--- src/rtl/project_select_pkg.sv ---
// Shared definitions for the project selector: register map, field positions and FSM states.
package project_select_pkg;

    localparam int unsigned GuardW = 8;

    localparam logic [7:0] OffCtrl   = 8'h00;
    localparam logic [7:0] OffStatus = 8'h04;
    localparam logic [7:0] OffGuard  = 8'h08;

    localparam int unsigned CtrlSelLsb  = 0;
    localparam int unsigned CtrlSelW    = 4;
    localparam int unsigned CtrlEnBit   = 8;
    localparam int unsigned StatCurLsb  = 0;
    localparam int unsigned StatOnBit   = 8;
    localparam int unsigned StatBusyBit = 9;

    typedef enum logic [1:0] {
        StOff,
        StGuard,
        StOn
    } ps_state_e;

endpackage

--- src/rtl/ps_wb_slave.sv ---
// Wishbone classic slave: address decode, single-cycle ack, registered readback and
// write strobes for the project selector register file.
module ps_wb_slave
    import project_select_pkg::*;
#(
    parameter logic [31:0] BASE_ADDR = 32'h3000_0000
) (
    input  logic        wb_clk_i,
    input  logic        wb_rst_ni,
    input  logic        wbs_stb_i,
    input  logic        wbs_cyc_i,
    input  logic        wbs_we_i,
    input  logic [3:0]  wbs_sel_i,
    input  logic [31:0] wbs_dat_i,
    input  logic [31:0] wbs_adr_i,
    output logic        wbs_ack_o,
    output logic [31:0] wbs_dat_o,
    input  logic [31:0] ctrl_rdata_i,
    input  logic [31:0] status_rdata_i,
    input  logic [31:0] guard_rdata_i,
    output logic        ctrl_we_o,
    output logic        guard_we_o,
    output logic [31:0] wdata_o
);

    logic        hit;
    logic        start;
    logic [7:0]  offset;
    logic [31:0] rdata;
    logic        ack_d, ack_q;
    logic [31:0] dat_d, dat_q;
    logic        unused_sel;

    assign unused_sel = ^wbs_sel_i;

    assign offset = wbs_adr_i[7:0];
    assign hit    = wbs_stb_i && wbs_cyc_i && (wbs_adr_i[31:8] == BASE_ADDR[31:8]);
    // A new transfer starts only while ack is low, so acks can never be back-to-back.
    assign start  = hit && !ack_q;

    always_comb begin
        rdata = '0;
        case (offset)
            OffCtrl:   rdata = ctrl_rdata_i;
            OffStatus: rdata = status_rdata_i;
            OffGuard:  rdata = guard_rdata_i;
            default:   rdata = '0;
        endcase
    end

    always_comb begin
        ack_d      = start;
        dat_d      = (start && !wbs_we_i) ? rdata : '0;
        ctrl_we_o  = start && wbs_we_i && (offset == OffCtrl);
        guard_we_o = start && wbs_we_i && (offset == OffGuard);
        wdata_o    = wbs_dat_i;
    end

    always_ff @(posedge wb_clk_i or negedge wb_rst_ni) begin
        if (!wb_rst_ni) begin
            ack_q <= 1'b0;
            dat_q <= '0;
        end else begin
            ack_q <= ack_d;
            dat_q <= dat_d;
        end
    end

    assign wbs_ack_o = ack_q;
    assign wbs_dat_o = ack_q ? dat_q : '0;

endmodule

--- src/rtl/project_select.sv ---
// Project selector: one-hot enable for up to 16 project wrappers with a break-before-make
// guard interval, controlled over Wishbone.
module project_select
    import project_select_pkg::*;
#(
    parameter int unsigned NUM_PROJECTS  = 8,
    parameter logic [31:0] BASE_ADDR     = 32'h3000_0000,
    parameter logic [7:0]  GUARD_DEFAULT = 8'd4
) (
    input  logic                    wb_clk_i,
    input  logic                    wb_rst_ni,
    input  logic                    wbs_stb_i,
    input  logic                    wbs_cyc_i,
    input  logic                    wbs_we_i,
    input  logic [3:0]              wbs_sel_i,
    input  logic [31:0]             wbs_dat_i,
    input  logic [31:0]             wbs_adr_i,
    output logic                    wbs_ack_o,
    output logic [31:0]             wbs_dat_o,
    output logic [NUM_PROJECTS-1:0] active_o
);

    logic                ctrl_we;
    logic                guard_we;
    logic [31:0]         wdata;
    logic [31:0]         ctrl_rdata;
    logic [31:0]         status_rdata;
    logic [31:0]         guard_rdata;
    logic                unused_wdata;

    logic [CtrlSelW-1:0] wr_sel;
    logic                wr_en;
    logic                wr_valid;

    ps_state_e           state_d, state_q;
    logic [GuardW-1:0]   cnt_d, cnt_q;
    logic [GuardW-1:0]   guard_d, guard_q;
    logic [CtrlSelW-1:0] ctrl_sel_d, ctrl_sel_q;
    logic                ctrl_en_d, ctrl_en_q;
    logic [CtrlSelW-1:0] cur_d, cur_q;
    logic [CtrlSelW-1:0] pend_d, pend_q;

    ps_wb_slave #(
        .BASE_ADDR(BASE_ADDR)
    ) u_wb_slave (
        .wb_clk_i      (wb_clk_i),
        .wb_rst_ni     (wb_rst_ni),
        .wbs_stb_i     (wbs_stb_i),
        .wbs_cyc_i     (wbs_cyc_i),
        .wbs_we_i      (wbs_we_i),
        .wbs_sel_i     (wbs_sel_i),
        .wbs_dat_i     (wbs_dat_i),
        .wbs_adr_i     (wbs_adr_i),
        .wbs_ack_o     (wbs_ack_o),
        .wbs_dat_o     (wbs_dat_o),
        .ctrl_rdata_i  (ctrl_rdata),
        .status_rdata_i(status_rdata),
        .guard_rdata_i (guard_rdata),
        .ctrl_we_o     (ctrl_we),
        .guard_we_o    (guard_we),
        .wdata_o       (wdata)
    );

    assign unused_wdata = ^{wdata[31:9], wdata[7:4]};

    assign wr_sel   = wdata[CtrlSelLsb +: CtrlSelW];
    assign wr_en    = wdata[CtrlEnBit];
    assign wr_valid = 32'(wr_sel) < NUM_PROJECTS;

    always_comb begin
        ctrl_rdata                           = '0;
        ctrl_rdata[CtrlSelLsb +: CtrlSelW]   = ctrl_sel_q;
        ctrl_rdata[CtrlEnBit]                = ctrl_en_q;
        status_rdata                         = '0;
        status_rdata[StatCurLsb +: CtrlSelW] = cur_q;
        status_rdata[StatOnBit]              = (state_q == StOn);
        status_rdata[StatBusyBit]            = (state_q == StGuard);
        guard_rdata                          = '0;
        guard_rdata[GuardW-1:0]              = guard_q;
    end

    // Register file next-state
    always_comb begin
        ctrl_sel_d = ctrl_sel_q;
        ctrl_en_d  = ctrl_en_q;
        guard_d    = guard_q;
        if (ctrl_we) begin
            ctrl_sel_d = wr_sel;
            ctrl_en_d  = wr_en;
        end
        if (guard_we) begin
            guard_d = wdata[GuardW-1:0];
        end
    end

    // FSM next-state; a CTRL write takes priority over the guard countdown.
    always_comb begin
        state_d = state_q;
        cnt_d   = cnt_q;
        cur_d   = cur_q;
        pend_d  = pend_q;

        unique case (state_q)
            StGuard: begin
                if (cnt_q == '0) begin
                    state_d = StOn;
                    cur_d   = pend_q;
                end else begin
                    cnt_d = cnt_q - 1'b1;
                end
            end
            default: ;
        endcase

        if (ctrl_we) begin
            if (!wr_en || !wr_valid) begin
                state_d = StOff;
            end else if (!(state_q == StOn && cur_q == wr_sel)) begin
                // Re-selecting the already active project is a no-op to avoid a glitch.
                state_d = StGuard;
                pend_d  = wr_sel;
                cnt_d   = guard_q;
            end
        end
    end

    always_ff @(posedge wb_clk_i or negedge wb_rst_ni) begin
        if (!wb_rst_ni) begin
            state_q    <= StOff;
            cnt_q      <= '0;
            guard_q    <= GUARD_DEFAULT;
            ctrl_sel_q <= '0;
            ctrl_en_q  <= 1'b0;
            cur_q      <= '0;
            pend_q     <= '0;
        end else begin
            state_q    <= state_d;
            cnt_q      <= cnt_d;
            guard_q    <= guard_d;
            ctrl_sel_q <= ctrl_sel_d;
            ctrl_en_q  <= ctrl_en_d;
            cur_q      <= cur_d;
            pend_q     <= pend_d;
        end
    end

    always_comb begin
        active_o = '0;
        for (int unsigned i = 0; i < NUM_PROJECTS; i++) begin
            active_o[i] = (state_q == StOn) && (32'(cur_q) == i);
        end
    end

endmodule
--- config.mk ---
export PLATFORM = sky130hd
export DESIGN_NAME = project_select
export DESIGN_NICKNAME = d
export VERILOG_FILES = /design/src/rtl/project_select_pkg.sv /design/src/rtl/ps_wb_slave.sv /design/src/rtl/project_select.sv
export SDC_FILE = /design/constraint.sdc
export NUM_CORES = 1
export LEC_CHECK = 0
export BUFFER_PORTS_ARGS = -buffer_cell sky130_fd_sc_hd__buf_4
export CORE_MARGIN = 5
export CORE_UTILIZATION = 53
export DETAILED_ROUTE_END_ITERATION = 8
export PLACE_DENSITY_LB_ADDON = 0.1
export SYNTH_ARGS = -nofsm -noshare
export SYNTH_HDL_FRONTEND = slang
export SYNTH_HIERARCHICAL = 1
export SYNTH_SLANG_ARGS = --single-unit
export TNS_END_PERCENT = 1
--- constraint.sdc ---
create_clock -name wb_clk_i -period 3.2 [get_ports wb_clk_i]
set_input_delay 0.32 -clock wb_clk_i [delete_from_list [all_inputs] [get_ports wb_clk_i]]
set_output_delay 0.32 -clock wb_clk_i [all_outputs]
set_load 0.1 [all_outputs]
; ---- After elaboration in Yosys (flattened, before gate mapping)
; Index checks and enable logic that the tools add are counted.
[word_totals]
ff_bits = 64
in_bits = 73
[classes]
add_sub_neg = 1
order_cmp = 1
eq_ne = 13
muxes = 13
bitwise = 2
reduce_logical = 26
[ops]
columns = operator, count
row1 = 8-bit 2-to-1 mux, 5
row2 = 32-bit 2-to-1 mux, 1
row3 = 10-bit case mux with 3 select lines, 1
row4 = 24-bit by 22-bit == test with 1-bit output (second input constant), 1
row5 = 4-bit by 3-bit == test with 1-bit output (second input constant), 4
row6 = 1-bit logical AND, 16
row7 = 8-bit zero test, 2
row8 = 10-bit 2-to-1 mux, 1
row9 = 2-bit 2-to-1 mux, 5
row10 = 4-bit by 2-bit == test with 1-bit output (second input constant), 2
row11 = 8-bit by 3-bit == test with 1-bit output (second input constant), 1
row12 = 8-bit by 4-bit == test with 1-bit output (second input constant), 1
row13 = 8-bit by 1-bit subtractor with 8-bit output (second input constant), 1
row14 = 4-bit by 1-bit == test with 1-bit output (second input constant), 1
row15 = 4-bit == test, 1
row16 = 1-bit zero test, 4
row17 = 4-bit zero test, 1
row18 = 4-bit < comparator (second input constant), 1
row19 = 3-bit AND reduction, 1
row20 = 2-bit by 1-bit == test with 1-bit output (second input constant), 1
row21 = 2-bit == test (second input constant), 1
row22 = 1-bit inverter, 2
row23 = 2-bit AND reduction, 1
row24 = 1-bit logical OR, 1

; ---- Depth between registers and ports, before layout
; Gate-level depths: netlist of run 1.
[depth]
word_depth = 6
mapped_depth = 9

; ---- Modules after synthesis
; The synthesis of run 1 kept the hierarchy.
[by_module_without_submodules]
columns = mod, n_inst, cells_each, area_each_um2, seq_area_each_um2
row1 = ps_wb_slave, 1, 236, 2443.6, 825.8
row2 = project_select, 1, 118, 1522.7, 777.0

; ---- Worst setup path before layout of run 1
; No wires, ideal clock.
[synth_timing]
path_kind = register -> output
from = register state_q[0]
to = output active_o[0]
t_arrival_ns = 2.806
required_time_ns = 2.880
slack_ns = 0.074
stages_incl_launch_ff = 4
cell_sequence = dfrtp_1 nor3b_2 nand2b_1 nor3_1
[synth_between]
elab_chain_len = 2
[synth_lines]
columns = item, line_no
row1 = "start, declared", project_select.sv:35  ; ps_state_e state_d, state_q;
row2 = "start signal, assigned", project_select.sv:129  ; state_q <= StOff;
row3 = "start signal, assigned", project_select.sv:137  ; state_q <= state_d;
row4 = 2-bit == test, project_select.sv:150  ; active_o[i] = (state_q == StOn) && (32'(cur_q) == i);
row5 = 1-bit logical AND, project_select.sv:150
row6 = "end, declared", project_select.sv:20  ; output logic [NUM_PROJECTS-1:0] active_o
; No other way between the ends.

; ---- Worst setup path after layout of run 1
[layout_timing]
from = register u_wb_slave.ack_q, in the netlist u_wb_slave/wbs_ack_o
to = register pend_q[1]
[layout_between]
elab_chain_len = 5
[layout_lines]
columns = item, line_no
row1 = "start, declared", ps_wb_slave.sv:30  ; logic ack_d, ack_q;
row2 = "start signal, assigned", ps_wb_slave.sv:64  ; ack_q <= ack_d;
row3 = 1-bit zero test, ps_wb_slave.sv:39  ; assign start = hit && !ack_q;
row4 = 1-bit logical AND, ps_wb_slave.sv:39
row5 = 1-bit logical AND (2 in series), ps_wb_slave.sv:54  ; ctrl_we_o = start && wbs_we_i && (offset == OffCtrl);
row6 = via ctrl_we, project_select.sv:23  ; logic ctrl_we;
row7 = 3-bit AND reduction (no line), -
row8 = "end signal, assigned", project_select.sv:143  ; pend_q <= pend_d;
row9 = "end, declared", project_select.sv:41  ; logic [CtrlSelW-1:0] pend_d, pend_q;
; The timed path passes the listed nets, and every way through them passes these cells.
; A chain may end at the register's enable or synchronous reset.

==> results of run 1 <==
## layout make-up
class | count | area, µm² | area share (%)
clock buffer | 9 | 124 | 2.52
clock inverter | 7 | 95.1 | 1.94
tap | 96 | 120 | 2.45
sequential | 64 | 1600 | 32.6
inverter | 4 | 15.0 | 0.306
timing repair buffer | 95 | 713 | 14.5
multi-input combinational | 303 | 2240 | 45.6
## cells in the final DEF, fill, tap and decap left out, types with 4 or more instances in the layout
cell type,n
dfrtp_1,63
nor4_1,32
mux2i_1,33
mux2_2,19
nor4_2,4
xnor2_1,8
inv_1,4
nand2_1,4
nor4_4,5
a2bb2oi_1,32
conb_1,77
o2bb2ai_1,4
and2_1,32
buf_4,95
nor2_1,11
clkbuf_8,9
## sequential cells by signal, indices dropped and copies added (netlist names), 2 cells and up
signal	cells
u_wb_slave/dat_q	32
cnt_q	8
guard_q	8
ctrl_sel_q	4
cur_q	4
pend_q	4
state_q	2
## routing by layer
layer / global-route usage (%) / up-vias / wire length [µm] / share of wire (%)
met5: 0 / - / 0 / 0
met4: 7.21 / 0 / 99 / 1.1
met3: 4.22 / 14 / 624 / 7.1
met2: 32.4 / 116 / 4120 / 47
met1: 27.1 / 1462 / 3890 / 45
li1: - / 1431 / - / -
## power groups by stage
stage               registers (mW)  logic, mW  clock network (mW)
CTS                          0.808      0.177               0.782
global route                 0.808      0.199               0.818
finish                       0.808      0.180               0.769
detailed placement           0.824      0.176                   0
floorplan                    0.824      0.110                   0
global placement             0.824      0.174                   0
## per-stage QoR
| step | power (mW) | hold slack [ns] |
|---|---|---|
| floorplan | 0.934 | 0.0244 |
| global placement | 0.998 | 0.459 |
| detailed placement | 1.00 | 0.462 |
| CTS | 1.77 | 0.0878 |
| global route | 1.82 | 0.133 |
| finish | 1.76 | 0.0622 |
## worst max-delay path, cell delays in order (launching register included)
cell and delay [ns]:
dfrtp_1 0.38, and4bb_1 0.30, nand4_4 0.13, nor4_1 0.45, nand2_1 0.19, nor2_2 0.57, mux2_2 0.41
## final timing paths
kind,cells after the start,slack [ns],start,endpoint
min in group wb_clk_i,2,0.21,wbs_dat_i[7],guard_q[7]
min reg2reg,1,0.51,pend_q[3],cur_q[3]
max in group asynchronous,1,2.61,wb_rst_ni,u_wb_slave/dat_q[29]
min,1,0.06,wb_rst_ni,guard_q[4]
max reg2reg,6,0.68,u_wb_slave/wbs_ack_o,pend_q[1]
max,6,0.68,u_wb_slave/wbs_ack_o,pend_q[1]
==> impl_metrics.tcl, run 1 <==
set metrics [dict create \
    status "finished, final reports clean" \
    h-tree-depth 3 \
    cts_setup_buffers 0 \
    nets 552 \
    p_int_mw 1.34 \
    p_sw_uw 421 \
    rows 30 \
    wl_per_cell_um 15.1 \
    ant_nets 0 \
    place_area_um2 4690 \
    pwr-share-clk_pct 43.8 \
    synth_area_um2 3790 \
    setup_tns_ns 0 \
    num_vias 3023 \
    setup_ws_ns 0.678 \
    grt_usage_pct 20.2 \
    crit_arrival_ns 2.75 \
    cts_buffers 9 \
    seqPwrFrac_pct 46.0 \
    period_minus_slack_ns 2.52 \
    cts_tree "built" \
    port-buffer-count 86 \
    fmax_ghz 0.396 \
    fill_cells 522 \
    fin_area_um2 4910 \
    skew_ns 0.00719 \
    dp_hpwl_um 5960 \
    place_inst 562 \
    post_cts_resized 0 \
    clock_path_buffers 2 \
    drc_errors 0 \
    antenna_found_initial 0 \
    worstSetupStartpointType "flip-flop" \
    cp-end-kind "flip-flop" \
    routed_via_density 5.23 \
    layout-drive-gt1-share_pct 32.6 \
    critPathRequiredTime_ns 3.43 \
    sw_frac_of_total_pct 23.9 \
    diodes 0 \
    insertion_delay_ns 0.34 \
    io_pins 114 \
    syn_area_per_cell_um2 11.5 \
    grt_first_pass_wirelength_um 14200 \
    fin_crit_sh_pct 78.8 \
    clock-sinks 64 \
    drv_slew 0 \
    clock-root-buffer "clkbuf_8" \
    drv_cap 0 \
    drtIter0Drc 98 \
    die_x_um 94.6 \
    dieArea_um2 8950 \
    irDropWorstVdd_v 0.000226 \
    grt_pass1_vias 2958 \
    finalWeightedCongestion 0.774 \
    min_path_type "primary input to asynchronous set/reset pin" \
    die_h_um 94.6 \
    totalWireLength_um 8730 \
    synthToLayoutAreaGrowth_pct 29.5 \
    netlist_instances 331 \
    crit_fanout 12 \
    worstMarginPinSlew_ns 0.807 \
    first_pass_iters 4 \
    path_class "flip-flop to flip-flop" \
    clkTransAtPathRegs_ns 0.08 \
    slew_headroom_pct 46.2 \
    pre_cts_ws_ns 0.612 \
    setup_viol 0 \
    final_util_pct 71.5 \
    fp.coreArea_um2 6870 \
    grt_setup_unrepaired "no" \
    cts_hold_buffers 0 \
    pwr-share-comb_pct 10.3 \
    grt_overflow_total 0 \
    powerDensity_nw_per_um2 358 \
    power_leakage_nw 2.44 \
    ys.warnings.count 6 \
    start_util_pct 55.2 \
    grt_max_degree 65 \
    final_cells 578 \
    final_hold_viol_count 0 \
]
Power figures use the tool's default switching activity.
==> run 2: changes to the inputs <==
Clock period 3.2 ns to 2.5 ns, I/O delays scaled along.
==> run 2 against run 1 <==
Via count fell by 1.9%. Critical endpoint is now pend_q[0]. Sequential power rose by 27%. Flip-flop and latch count did not move.
==> impl_metrics.tcl, run 2 (synthesis results as in run 1) <==
set metrics [dict create \
    fmax_ghz 0.452 \
    setup_viol 0 \
    wl_per_cell_um 15.0 \
    nets 554 \
    cp-end-kind "flip-flop" \
    diodes 0 \
    routed_via_density 5.11 \
    grt_first_pass_wirelength_um 14100 \
    crit_arrival_ns 2.43 \
    dieArea_um2 8950 \
    crit_slowest_cell "nor4_1" \
    totalWireLength_um 8710 \
    post_cts_resized 0 \
    largest_reg_flops 32 \
    final_cells 580 \
    reg2reg_to "pend_q[0]" \
    critPathRequiredTime_ns 2.72 \
    io_pins 114 \
    path_class "flip-flop to flip-flop" \
    cts_setup_buffers 0 \
    final_common_cell "buf_4" \
    num_vias 2966 \
    min_path_type "primary input to asynchronous set/reset pin" \
    slew_headroom_pct 44.9 \
    fp.coreArea_um2 6870 \
    r2r_slack_ns 0.29 \
    setup.worst_path.start "u_wb_slave/wbs_ack_o" \
    place_inst 564 \
    skew_ns 0.00821 \
    ff2ff_path_depth 6 \
    first_pass_iters 4 \
    worstMarginPinSlew_ns 0.827 \
    period_minus_slack_ns 2.21 \
    dp_hpwl_um 5930 \
    status "finished, final reports clean" \
    fin_crit_sh_pct 88.6 \
    cts_buffers 9 \
    finalWeightedCongestion 0.817 \
    hold_ws_ns 0.00735 \
    reg.largest.list "u_wb_slave/dat_q (32), cnt_q (8), guard_q (8)" \
    cp_cell_sequence "and4bb_1 > nand4_4 > nor4_1 > nand2_1 > nor2_2 > mux2_2" \
    ant_nets 0 \
    setup_tns_ns 0 \
    insertion_delay_ns 0.33 \
    antenna_found_initial 0 \
    powerDensity_nw_per_um2 442 \
    clock-sinks 64 \
    cts_tree "built" \
    die_h_um 94.6 \
    r2r-start "u_wb_slave/wbs_ack_o" \
    drtIter0Drc 84 \
    clock-root-buffer "clkbuf_8" \
    slowest_delay_ns 0.41 \
    grt_setup_unrepaired "no" \
    final_cell_mix "buf_4, conb_1, dfrtp_1, mux2i_1" \
    multiInputGateArea_um2 2250 \
    grt_pass1_vias 3020 \
    finalPower_mw 2.17 \
    power_leakage_nw 2.44 \
    cts_hold_buffers 0 \
    fin_area_um2 4920 \
    fill_cells 579 \
    start_util_pct 55.2 \
    worstSetupStartpointType "flip-flop" \
    crit_fanout 6 \
    ff_latch_area_um2 1600 \
    drv_cap 0 \
    final_hold_viol_count 0 \
    drc_errors 0 \
    port-buffer-count 86 \
    grt_max_degree 65 \
    grt_overflow_total 0 \
    clock_path_buffers 2 \
    die_x_um 94.6 \
    rows 30 \
    clkTransAtPathRegs_ns 0.07 \
    drv_slew 0 \
    regMostFlops "u_wb_slave/dat_q" \
    place_area_um2 4710 \
    irDropWorstVdd_v 0.000387 \
    layout-drive-gt1-share_pct 33.1 \
    grt_usage_pct 20.0 \
    synthToLayoutAreaGrowth_pct 29.7 \
    h-tree-depth 3 \
]
## run 2: through the flow
step	utilization (%)	setup slack [ns]
finish	71.6	0.285
global placement	68.6	0.227
CTS	71.6	0.255
global route	71.6	0.0679
detailed placement	68.6	0.187
floorplan	-	-0.551
## run 2: per-layer routing
metal	track usage [%]	routed length (µm)	up-vias
met5	0	0	-
met4	8.17	182	0
met3	4.06	590	17
met2	32.1	3970	99
met1	26.6	3970	1412
li1	-	-	1438
## run 2: worst max path at each step
stage	depth (start not counted)	endpoint	slack [ns]
after floorplan	3	active_o[4]	-0.55
after global placement	7	pend_q[1]	0.23
after detailed placement	7	pend_q[1]	0.19
after CTS	6	pend_q[0]	0.26
after global routing	6	pend_q[0]	0.07
final	6	pend_q[0]	0.29
## run 2: worst max-delay path, delay by kind of cell (launching register included)
kind | cells | cell delay [ns]
flops | 1 | 0.37
mux | 1 | 0.38
simple gates | 5 | 1.36
## run 2: final cells by class
cell class / instances / share of cell area [%]
multi-input cells: 303 / 45.7
flip-flops and latches: 64 / 32.6
repair buffers: 97 / 14.8
clock buffers: 10 / 2.80
well taps: 96 / 2.44
clock inverters: 6 / 1.37
inverters: 4 / 0.305
## run 2: power by group
group          switching (mW)  internal [mW]
logic                   0.115          0.116
clock network           0.416          0.491
registers      0.000000000725           1.03
